## src/rtl/csrisc_pkg.sv

```systemverilog
// Shared constants for the memory access path: FSM encoding, data width, ack timeout.
package csrisc_pkg;

    localparam int WORD_W         = 32;
    localparam int TIMEOUT_CYCLES = 16;
    localparam int TO_CNT_W       = $clog2(TIMEOUT_CYCLES) + 1;

    localparam logic [1:0] ST_IDLE   = 2'b00;
    localparam logic [1:0] ST_ACCESS = 2'b01;
    localparam logic [1:0] ST_DONE   = 2'b10;

    function automatic logic low_bits_set(input logic [1:0] byte_offset);
        return |byte_offset;
    endfunction

endpackage

```

## src/rtl/mem_timeout_ctr.sv

```systemverilog
// Counts ack-less ACCESS cycles; expired marks the last cycle an ack may still arrive.
module mem_timeout_ctr
    import csrisc_pkg::*;
(
    input  logic clk,
    input  logic rst,
    input  logic clear,
    input  logic enable,
    output logic expired
);

    logic [TO_CNT_W-1:0] count;

    always_ff @(posedge clk or negedge rst) begin
        if (!rst) begin
            count <= '0;
        end else if (clear) begin
            count <= '0;
        end else if (enable) begin
            count <= count + 1'b1;
        end
    end

    assign expired = (count == TO_CNT_W'(TIMEOUT_CYCLES - 1));

endmodule

```

## src/rtl/mem_access_unit.sv

```systemverilog
// Single-word load/store sequencer between control and a request/ack memory port.
// Define CSRISC_ALIGN_CHECK_EN to reject accesses whose addr[1:0] is nonzero.
module mem_access_unit
    import csrisc_pkg::*;
(
    input  logic              clk,
    input  logic              rst,
    input  logic              start,
    input  logic              MemRead,
    input  logic              MemWrite,
    input  logic [WORD_W-1:0] addr,
    input  logic [WORD_W-1:0] wr_data,
    output logic [WORD_W-1:0] mem_data,
    output logic              busy,
    output logic              done,
    output logic              err,
    output logic              mem_req,
    output logic              mem_we,
    output logic [WORD_W-1:0] mem_addr,
    output logic [WORD_W-1:0] mem_wdata,
    input  logic [WORD_W-1:0] mem_rdata,
    input  logic              mem_ack
);

`ifdef CSRISC_ALIGN_CHECK_EN
    localparam logic ALIGN_CHECK = 1'b1;
`else
    localparam logic ALIGN_CHECK = 1'b0;
`endif

    logic [1:0]        state;
    logic [WORD_W-1:0] addr_q;
    logic [WORD_W-1:0] wdata_q;
    logic              we_q;
    logic              valid_req;
    logic              accept;
    logic              misaligned;
    logic              ctr_enable;
    logic              expired;

    assign valid_req  = MemRead ^ MemWrite;
    assign accept     = (state == ST_IDLE) && start && valid_req;
    assign misaligned = ALIGN_CHECK & low_bits_set(addr[1:0]);
    assign ctr_enable = (state == ST_ACCESS) && !mem_ack;

    mem_timeout_ctr u_timeout (
        .clk     (clk),
        .rst     (rst),
        .clear   (accept),
        .enable  (ctr_enable),
        .expired (expired)
    );

    // Ack is tested before expiry so a response on the final allowed cycle still succeeds.
    always_ff @(posedge clk or negedge rst) begin
        if (!rst) begin
            state    <= ST_IDLE;
            addr_q   <= '0;
            wdata_q  <= '0;
            we_q     <= 1'b0;
            mem_data <= '0;
            err      <= 1'b0;
        end else begin
            case (state)
                ST_IDLE: begin
                    if (start) begin
                        if (!valid_req) begin
                            state <= ST_DONE;
                        end else if (misaligned) begin
                            err   <= 1'b1;
                            state <= ST_DONE;
                        end else begin
                            err     <= 1'b0;
                            addr_q  <= {addr[WORD_W-1:2], 2'b00};
                            wdata_q <= wr_data;
                            we_q    <= MemWrite;
                            state   <= ST_ACCESS;
                        end
                    end
                end
                ST_ACCESS: begin
                    if (mem_ack) begin
                        if (!we_q) begin
                            mem_data <= mem_rdata;
                        end
                        state <= ST_DONE;
                    end else if (expired) begin
                        err   <= 1'b1;
                        state <= ST_DONE;
                    end
                end
                ST_DONE: begin
                    state <= ST_IDLE;
                end
                default: begin
                    state <= ST_IDLE;
                end
            endcase
        end
    end

    assign busy      = (state != ST_IDLE);
    assign done      = (state == ST_DONE);
    assign mem_req   = (state == ST_ACCESS);
    assign mem_we    = mem_req & we_q;
    assign mem_addr  = addr_q;
    assign mem_wdata = wdata_q;

endmodule

```

## config.mk

```make
export PLATFORM = sky130hd
export DESIGN_NAME = mem_access_unit
export DESIGN_NICKNAME = d
export VERILOG_FILES = /design/src/rtl/csrisc_pkg.sv /design/src/rtl/mem_timeout_ctr.sv /design/src/rtl/mem_access_unit.sv
export SDC_FILE = /design/constraint.sdc
export NUM_CORES = 1
export LEC_CHECK = 0
export ABC_AREA = 1
export BUFFER_PORTS_ARGS = -buffer_cell sky130_fd_sc_hd__buf_2
export CORE_MARGIN = 2
export CORE_UTILIZATION = 35
export DETAILED_ROUTE_END_ITERATION = 8
export PLACE_DENSITY_LB_ADDON = 0.25
export SYNTH_ARGS = -nofsm -noshare
export SYNTH_HDL_FRONTEND = slang
export SYNTH_HIERARCHICAL = 1
export SYNTH_SLANG_ARGS = --single-unit
```

## constraint.sdc

```tcl
create_clock -name clk -period 1.9 [get_ports clk]
set_input_delay 0.57 -clock clk [delete_from_list [all_inputs] [get_ports clk]]
set_output_delay 0.57 -clock clk [all_outputs]
set_load 0.05 [all_outputs]
```

==> run summary, run 1 <==
Worst R2R Start = u_timeout/count[0]
Initial antenna violation count = 0
Row count = 40
Worst setup startpoint = state[0]
Latest clock arrival within the worst-skew pair = 0.34 ns
Final TNS setup = 0 ns
WL final = 9879 microns
H-tree levels = 3
RSZ-0062 raised after global routing = yes
Multi-input gate area in the final layout = 0.001324 sq mm
Cts bufs inserted = 9
Reg2Reg Setup Slack = 0.43 ns
Status = completed
Yosys warning total = 6
P_sw = 0.005201 W
CP delay by family, top = flip-flops
Register area = 0.002577 sq mm
Power Internal = 0.005390 W
Final Hold Viols = 0
Maximum fanout along the worst path = 5
Worst-path clk slew = 0.07 ns
Commonest non-fill, non-tap cell in the layout = nand2_1
CTS root buf = clkbuf_16
CP Launch Type = flop
Commonest non-fill, non-tap cells in the layout = 231 x nand2_1, 195 x buf_2, 103 x dfrtp_1, 42 x inv_1, 25 x o21ai_2
WP data arrival = 1.28 ns
Fillers = 1190
Die area = 0.01311 sq mm
Starting Density = 35.73%
Mapped Area = 0.004274 sq mm
Sw Share = 49.11%
Layout cells sized above 1 = 38.35%
TritonCTS clock tree = done
Die Y = 114.5 microns
Pleak = 3.392 nW
Gp weighted congestion = 0.7438
I/O pin count = 203
Drt via density = 4.340
Max-slew violations = 0
Mapped Avg Cell Area = 9.211 sq um
Reg2reg end = u_timeout/count[4]
Worst Path Required = 1.33 ns
Tot GR Track Use = 14.98%
Final Net Count = 764
Die width = 114.5 microns
Initial DRC Count = 196
DRT Pass-1 Iters = 4
Layout Cells excl Fill = 812
Dpl cells = 796
Crit Path Class = flop to output port
Post-synthesis sequential area ratio = 60.30%
DP Wirelength = 7100 microns
Hold Slack = 0.1201 ns
Yosys cell types = 24
PortBufs = 198
Vias in the first global route = 3372
Crit. End Element = output port
Final Skew = 0.004083 ns
Combinational Power Share = 48.4%
Sink Count = 103
Synthesis-to-layout area growth = 33.52%
Worst R2R Path Depth = 4
Critical path cell sequence = or2_2, buf_2
Diodes inserted = 0
Hold WC Path Type = input port to asynchronous set/reset pin
DRC errors left = 0
Setup Viol. Count Final = 0
Clock Path Buffers = 2
Setup Buffers After CTS = 0
# Max-Cap Violations = 0
CP peak stage delay = 0.42 ns
Clock power frac = 19.0%
Core area = 0.01196 sq mm
#FFs+latches synth = 103
Area after DPL = 0.005366 sq mm
Setup crit end = busy
Total gr overflow = 0
First-pass GRT wire length = 15690 microns
Crit-path slowest cell = dfrtp_1
Wire per inst = 12.17 microns
Pin count of the biggest net entering global routing = 63
Cell area after layout = 0.005707 sq mm
Worst path depth = 2
ANT nets after route = 0
Share of power burned in registers = 32.6%
Period minus WS final = 1.851 ns
Peak Freq = 540.3 MHz
Buf/Inv on CP = 1
Cell count after synthesis = 464
Final cycle utilization of the critical path = 97.41%
Routed via count = 3524
Power per standard cell area = 1856 mW/mm^2
Maximum vdd drop = 0.0008262 V
==> area by class of cell <==
cell class / instances / area share [%]
multi-input cells: 296 / 23.20
flip-flops and latches: 103 / 45.17
inverters: 44 / 2.894
clock inverters: 5 / 1.381
repair buffers: 206 / 19.71
well taps: 147 / 3.223
clock buffers: 11 / 4.429
==> routing by layer <==
metal  vias to the layer above  track usage, %  share of wire (%)
li1                       1785               -                  -
met1                      1597           18.90                 43
met2                       130           24.42                 47
met3                        12           4.235                8.3
met4                         0           5.772                1.4
met5                         -               0                  0
==> cells in the mapped netlist <==
library cell,instances,area share [%]
a211oi_1,1,0.18
a21oi_1,4,0.47
and3_1,1,0.15
buf_2,1,0.12
buf_4,8,1.4
buf_6,13,3.4
conb_1,1,0.088
dfrtp_1,103,60
ha_1,2,0.59
inv_1,42,3.7
inv_2,2,0.18
nand2_1,231,20
nand2_2,1,0.15
nand2_4,1,0.26
nand3_1,2,0.23
nand3_2,1,0.23
nand3_4,1,0.41
nor2_1,11,0.97
nor2_4,1,0.26
nor3b_1,1,0.18
o21ai_0,2,0.23
o21ai_1,8,0.94
o21ai_2,25,5.1
or2_2,1,0.15
==> per-stage QoR <==
stage	setup WS [ns]	utilization, %	total power, W
2_1_floorplan	0.1559	-	0.007399
3_3_place_gp	0.2475	44.86	0.008564
3_5_place_dp	0.2023	44.86	0.008657
4_1_cts	0.02234	47.66	0.01073
5_1_grt	-0.02020	47.71	0.01118
6_report	0.04921	47.71	0.01059
==> sequential cells by signal (all words and copies together) (netlist names) <==
register,count
mem_data,32
we_q,1
mem_wdata,32
mem_addr,30
state,2
err,1
u_timeout/count,5
==> power groups by stage <==
stage	Combinational (W)	Sequential (W)	Clock (W)
finish	0.00512	0.00345	0.00202
CTS	0.00517	0.00346	0.00209
detailed placement	0.00517	0.00349	0
floorplan	0.00111	0.00629	0
global route	0.00544	0.00357	0.00217
global placement	0.00511	0.00345	0
==> worst min path at each step <==
stage                        from  slack, ns  cells after the start       endpoint
finish                        rst       0.12                      1   mem_addr[21]
global route                  rst       0.13                      1   mem_addr[20]
CTS                           rst       0.11                      1   mem_addr[30]
detailed placement  mem_wdata[30]       0.46                      2  mem_wdata[30]
global placement     mem_addr[15]       0.46                      2   mem_addr[15]
floorplan                     rst       0.27                      0            err
==> logic make-up (layout without fill, tap and decap cells) <==
family | after synthesis | count (layout) | synth area share [%]
AND/OR/NAND/NOR | 252 | 252 | 23.27
flip-flops | 103 | 103 | 60.30
buffers and inverters | 66 | 266 | 8.811
AO/OA/AOI/OAI | 40 | 40 | 6.938
adder cells (fa/ha/maj) | 2 | 2 | 0.5854
other | 1 | 2 | 0.08774
==> repair_timing <==
item / 4_1_cts / 5_1_grt
gates resized for setup: 1 / 3
hold buffers: 0 / 0
setup endpoints to repair: 1 / 2
endpoints found under the hold margin: 0 / 0
(Power assumes the default switching activity.)
==> run 2: changes to the inputs <==
--- a/config.mk
+++ b/config.mk
@@ -11,6 +11,7 @@
 export CORE_UTILIZATION = 35
 export DETAILED_ROUTE_END_ITERATION = 8
 export PLACE_DENSITY_LB_ADDON = 0.25
+export REMOVE_ABC_BUFFERS = 1
 export SYNTH_ARGS = -nofsm -noshare
 export SYNTH_HDL_FRONTEND = slang
 export SYNTH_HIERARCHICAL = 1
==> run summary, run 2 (synthesis results as in run 1) <==
Hold WC Path Type = input port to asynchronous set/reset pin
Max-slew violations = 0 (unchanged)
Worst R2R Start = state[1]
Setup Viol. Count Final = 0 (unchanged)
PortBufs = 198 (unchanged)
Period minus WS final = 1.825 ns (-0.02625 ns)
Status = completed
Initial antenna violation count = 1 (+1)
Diodes inserted = 0 (unchanged)
WL final = 9573 microns (-3.1%)
Final cycle utilization of the critical path = 96.03% (-1.4 points)
Tot GR Track Use = 15.06% (+0.080 points)
CTS root buf = clkbuf_16
Cts bufs inserted = 9 (unchanged)
Vias in the first global route = 3308 (-1.9%)
# Max-Cap Violations = 0 (unchanged)
Layout cells sized above 1 = 38.47% (+0.13 points)
ANT nets after route = 0 (unchanged)
DRT Pass-1 Iters = 4 (unchanged)
Die area = 0.01311 sq mm (unchanged)
Clock Path Buffers = 2 (unchanged)
CP Launch Type = flop
Worst setup startpoint = state[0]
Drt via density = 4.342 (about the same)
TritonCTS clock tree = done
Pleak = 3.402 nW (+0.30%)
Latest clock arrival within the worst-skew pair = 0.34 ns (about the same)
Final Hold Viols = 0 (unchanged)
Die Y = 114.5 microns (unchanged)
Crit. End Element = output port
Crit Path Class = flop to output port
DP Wirelength = 6936 microns (-2.3%)
Total gr overflow = 0 (unchanged)
Sink Count = 103 (unchanged)
Routed via count = 3539 (+0.43%)
Peak Freq = 548.1 MHz (+1.4%)
Commonest non-fill, non-tap cell in the layout = nand2_1
Final Net Count = 767 (+0.39%)
Row count = 40 (unchanged)
WP data arrival = 1.25 ns (-0.03 ns)
Final TNS setup = 0 ns (unchanged)
Post-CTS Hold Buffers = 0 (unchanged)
Core area = 0.01196 sq mm (unchanged)
Starting Density = 35.73% (unchanged)
Util after Layout = 47.91% (+0.20 points)
Worst Path Required = 1.33 ns (about the same)
Wire per inst = 11.75 microns (-3.5%)
Power per standard cell area = 1849 mW/mm^2 (-0.38%)
Worst-path clk slew = 0.06 ns (about the same)
Pin count of the biggest net entering global routing = 62 (-1.6%)
RSZ-0062 raised after global routing = no
Reg2Reg Setup Slack = 0.46 ns (+0.03 ns)
Final Skew = 0.004397 ns (+0.0003147 ns)
Dpl cells = 799 (+0.38%)
Synthesis-to-layout area growth = 34.08%
Layout Cells excl Fill = 815 (+0.37%)
Initial DRC Count = 231 (+18%)
Commonest non-fill, non-tap cells in the layout = 231 x nand2_1, 194 x buf_2, 103 x dfrtp_1, 42 x inv_1, 25 x o21ai_2
Gp weighted congestion = 0.7469 (+0.42%)
Die width = 114.5 microns (unchanged)
I/O pin count = 203 (unchanged)
H-tree levels = 3 (unchanged)
DRC errors left = 0 (unchanged)
Pwr Total = 0.01059 W (about the same)
Maximum vdd drop = 0.0009776 V (+18%)
Maximum fanout along the worst path = 5 (unchanged)
First-pass GRT wire length = 15470 microns (-1.4%)
run 2: cell count changes in the layout (fill, tap and decap cells not counted), sizes merged:
cell | before | now
inv | 45 | 44
buf | 206 | 207
clkbuf | 11 | 14
run 2: worst paths after layout:
kind | endpoint | cells after the start
max | busy | 2
min | mem_addr[18] | 1
max reg2reg | mem_data[26] | 7
min in group clk | mem_wdata[23] | 3
min reg2reg | mem_wdata[20] | 2
max in group asynchronous | mem_data[14] | 2
run 2: through the flow:
stage	area (sq um)	hold WS (ns)	setup WS, ns
6_report	5731	0.03892	0.07546
5_1_grt	5731	0.02357	0.01046
4_1_cts	5723	0.02237	0.03284
3_5_place_dp	5389	0.3957	0.2646
3_3_place_gp	5389	0.3946	0.2890
2_1_floorplan	4066	0.2744	-0.8383
run 2: final cells by class:
| cell class | count | area, sq um |
|---|---|---|
| timing repair buffer | 209 | 1146 |
| fill | 1133 | 6231 |
| tap | 147 | 183.9 |
| clock inverter | 4 | 77.57 |
| multi-input combinational | 296 | 1324 |
| inverter | 44 | 165.2 |
| clock buffer | 12 | 256.5 |
| sequential | 103 | 2577 |
run 2: routing by layer:
layer  vias up  part of all wire, %  GRT usage (%)
li1       1789                    -              -
met1      1582                   45          19.28
met2       153                   44          23.35
met3        13                  9.5          4.923
met4         2                  1.8          6.585
met5         -                 0.17              0
run 2: worst max-delay path, cell delays in order (launching register included):
cell and delay, ns:
dfrtp_1 0.42, or2_2 0.30, buf_4 0.19
run 2: what timing repair did:
item | 4_1_cts | 5_1_grt
endpoints found under the setup margin | 0 | 3
endpoints found under the hold margin | 0 | 0
setup buffers | 0 | 0
gates resized for setup | 0 | 4
run 2: report_power, final:
group | internal [W] | switching [W]
sequential | 0.00303 | 0.000440
combinational | 0.00114 | 0.00397
clock | 0.00123 | 0.000780
==> run 3: changes to the inputs <==
--- a/config.mk
+++ b/config.mk
@@ -7,7 +7,6 @@
 export LEC_CHECK = 0
 export ABC_AREA = 1
 export BUFFER_PORTS_ARGS = -buffer_cell sky130_fd_sc_hd__buf_2
-export CORE_MARGIN = 2
 export CORE_UTILIZATION = 35
 export DETAILED_ROUTE_END_ITERATION = 8
 export PLACE_DENSITY_LB_ADDON = 0.25
==> constraint.sdc (replaced) <==
create_clock -name clk -period 2.4 [get_ports clk]
set_input_delay 0.72 -clock clk [delete_from_list [all_inputs] [get_ports clk]]
set_output_delay 0.72 -clock clk [all_outputs]
set_load 0.05 [all_outputs]
==> run summary, run 3 (synthesis results as in run 1) <==
CP Launch Type = flop
Row count = 39 (-2.5%)
Status = completed
Util after Layout = 48.19% (+0.28 points)
Wire per inst = 12.20 microns (+3.8%)
ANT nets after route = 0 (unchanged)
Drt via density = 4.385 (+0.99%)
Reg2Reg Setup Slack = 0.90 ns (+0.44 ns)
Final Skew = 0.004311 ns (-0.00008668 ns)
TritonCTS clock tree = done
H-tree levels = 3 (unchanged)
Layout Cells excl Fill = 807 (-0.98%)
Die Y = 112.5 microns (-1.7%)
Commonest non-fill, non-tap cell in the layout = nand2_1
Sink Count = 103 (unchanged)
Peak Freq = 500.4 MHz
Latest clock arrival within the worst-skew pair = 0.34 ns (about the same)
Die width = 112.5 microns (-1.7%)
Setup Viol. Count Final = 0 (unchanged)
DP Wirelength = 7290 microns (+5.1%)
Crit. End Element = output port
Final cycle utilization of the critical path = 83.27%
Initial DRC Count = 173 (-25%)
Post-CTS Hold Buffers = 0 (unchanged)
Final Hold Viols = 0 (unchanged)
Crit Path Class = flop to output port
WL final = 9842 microns (+2.8%)
PortBufs = 198 (unchanged)
Maximum vdd drop = 0.0007995 V (-18%)
Pin count of the biggest net entering global routing = 58 (-6.5%)
Final Net Count = 763 (-0.52%)
Max-slew violations = 0 (unchanged)
Initial antenna violation count = 0 (-1)
Diodes inserted = 0 (unchanged)
Period minus WS final = 1.998 ns
Maximum fanout along the worst path = 5 (unchanged)
Starting Density = 36.65% (+0.92 points)
Die area = 0.01266 sq mm (-3.5%)
Core area = 0.01166 sq mm (-2.5%)
Cts bufs inserted = 9 (unchanged)
Hold WC Path Type = input port to asynchronous set/reset pin
Power per standard cell area = 1463 mW/mm^2 (-21%)
Synthesis-to-layout area growth = 31.50%
Worst Path Required = 1.68 ns (+0.35 ns)
Clock Path Buffers = 2 (unchanged)
RSZ-0062 raised after global routing = no
Dpl cells = 791 (-1.0%)
Gp weighted congestion = 0.7737 (+3.6%)
Pleak = 3.357 nW (-1.3%)
Commonest non-fill, non-tap cells in the layout = 231 x nand2_1, 197 x buf_2, 103 x dfrtp_1, 42 x inv_1, 25 x o21ai_2
Post-CTS sizing = 0 (unchanged)
WP data arrival = 1.28 ns (+0.03 ns)
Setup Buffers After CTS = 0 (unchanged)
Vias in the first global route = 3531 (+6.7%)
CTS root buf = clkbuf_16
Layout cells sized above 1 = 37.95% (-0.52 points)
I/O pin count = 203 (unchanged)
First-pass GRT wire length = 16520 microns (+6.8%)
DRT Pass-1 Iters = 4 (unchanged)
# Max-Cap Violations = 0 (unchanged)
DRC errors left = 0 (unchanged)
Routed via count = 3539 (unchanged)
Worst-path clk slew = 0.06 ns (about the same)
Total gr overflow = 0 (unchanged)
Tot GR Track Use = 16.66% (+1.6 points)
## run 3: cell types whose count changed in the layout (fill, tap and decap cells not counted), moves of 2 or more
cell / delta
buf_12: -2
clkinv_2: +3
clkbuf_4: -2
buf_4: -3
clkinv_4: -2
buf_2: +3
## run 3: power breakdown
part / switching (W) / total (W) / internal, W / leakage, nW
clock network: 0.000599 / 0.00143 / 0.000832 / 0.146
logic: 0.00316 / 0.00404 / 0.000885 / 1.92
registers: 0.000351 / 0.00275 / 0.00240 / 1.29
total: 0.00411 / 0.00822 / 0.00412 / 3.36
## run 3: layout make-up
cell class / instances / area (sq um)
sequential: 103 / 2577
inverter: 44 / 165.2
fill: 1162 / 6042
clock buffer: 12 / 246.5
tap: 143 / 178.9
timing repair buffer: 205 / 1084
clock inverter: 4 / 45.04
multi-input combinational: 296 / 1324
## run 3: path summary, 6_finish.rpt
kind                              start      endpoint  depth (start not counted)
max in group asynchronous           rst  mem_data[18]                          2
setup / recovery               state[0]          busy                          2
setup reg to reg               state[1]  mem_data[19]                          7
hold / removal                      rst   mem_addr[5]                          1
hold reg to reg            mem_addr[12]  mem_addr[12]                          2
min in group clk           mem_addr[12]  mem_addr[12]                          2
## run 3: per-stage QoR
stage / hold WS [ns] / TNS, ns / setup slack (ns) / power [W] / instance area (sq um)
6_report: 0.2824 / 0 / 0.4015 / 0.008221 / 5620
3_5_place_dp: 0.4596 / 0 / 0.4817 / 0.006845 / 5329
5_1_grt: 0.2927 / 0 / 0.3389 / 0.008704 / 5620
4_1_cts: 0.2745 / 0 / 0.3709 / 0.008327 / 5620
2_1_floorplan: 0.4244 / -18.35 / -0.4883 / 0.005796 / 4066
3_3_place_gp: 0.4555 / 0 / 0.5103 / 0.006775 / 5329
## run 3: metal layers
metal / vias to the layer above / global-route usage, % / part of all wire [%]
li1: 1781 / - / -
met4: 0 / 7.200 / 1.8
met1: 1595 / 20.62 / 45
met3: 12 / 4.806 / 8.3
met2: 151 / 27.25 / 45
met5: - / 0 / 0
## run 3: critical path, cell delays in order (launching register included)
cell and delay (ns):
dfrtp_1 0.42, or2_2 0.31, buf_2 0.21
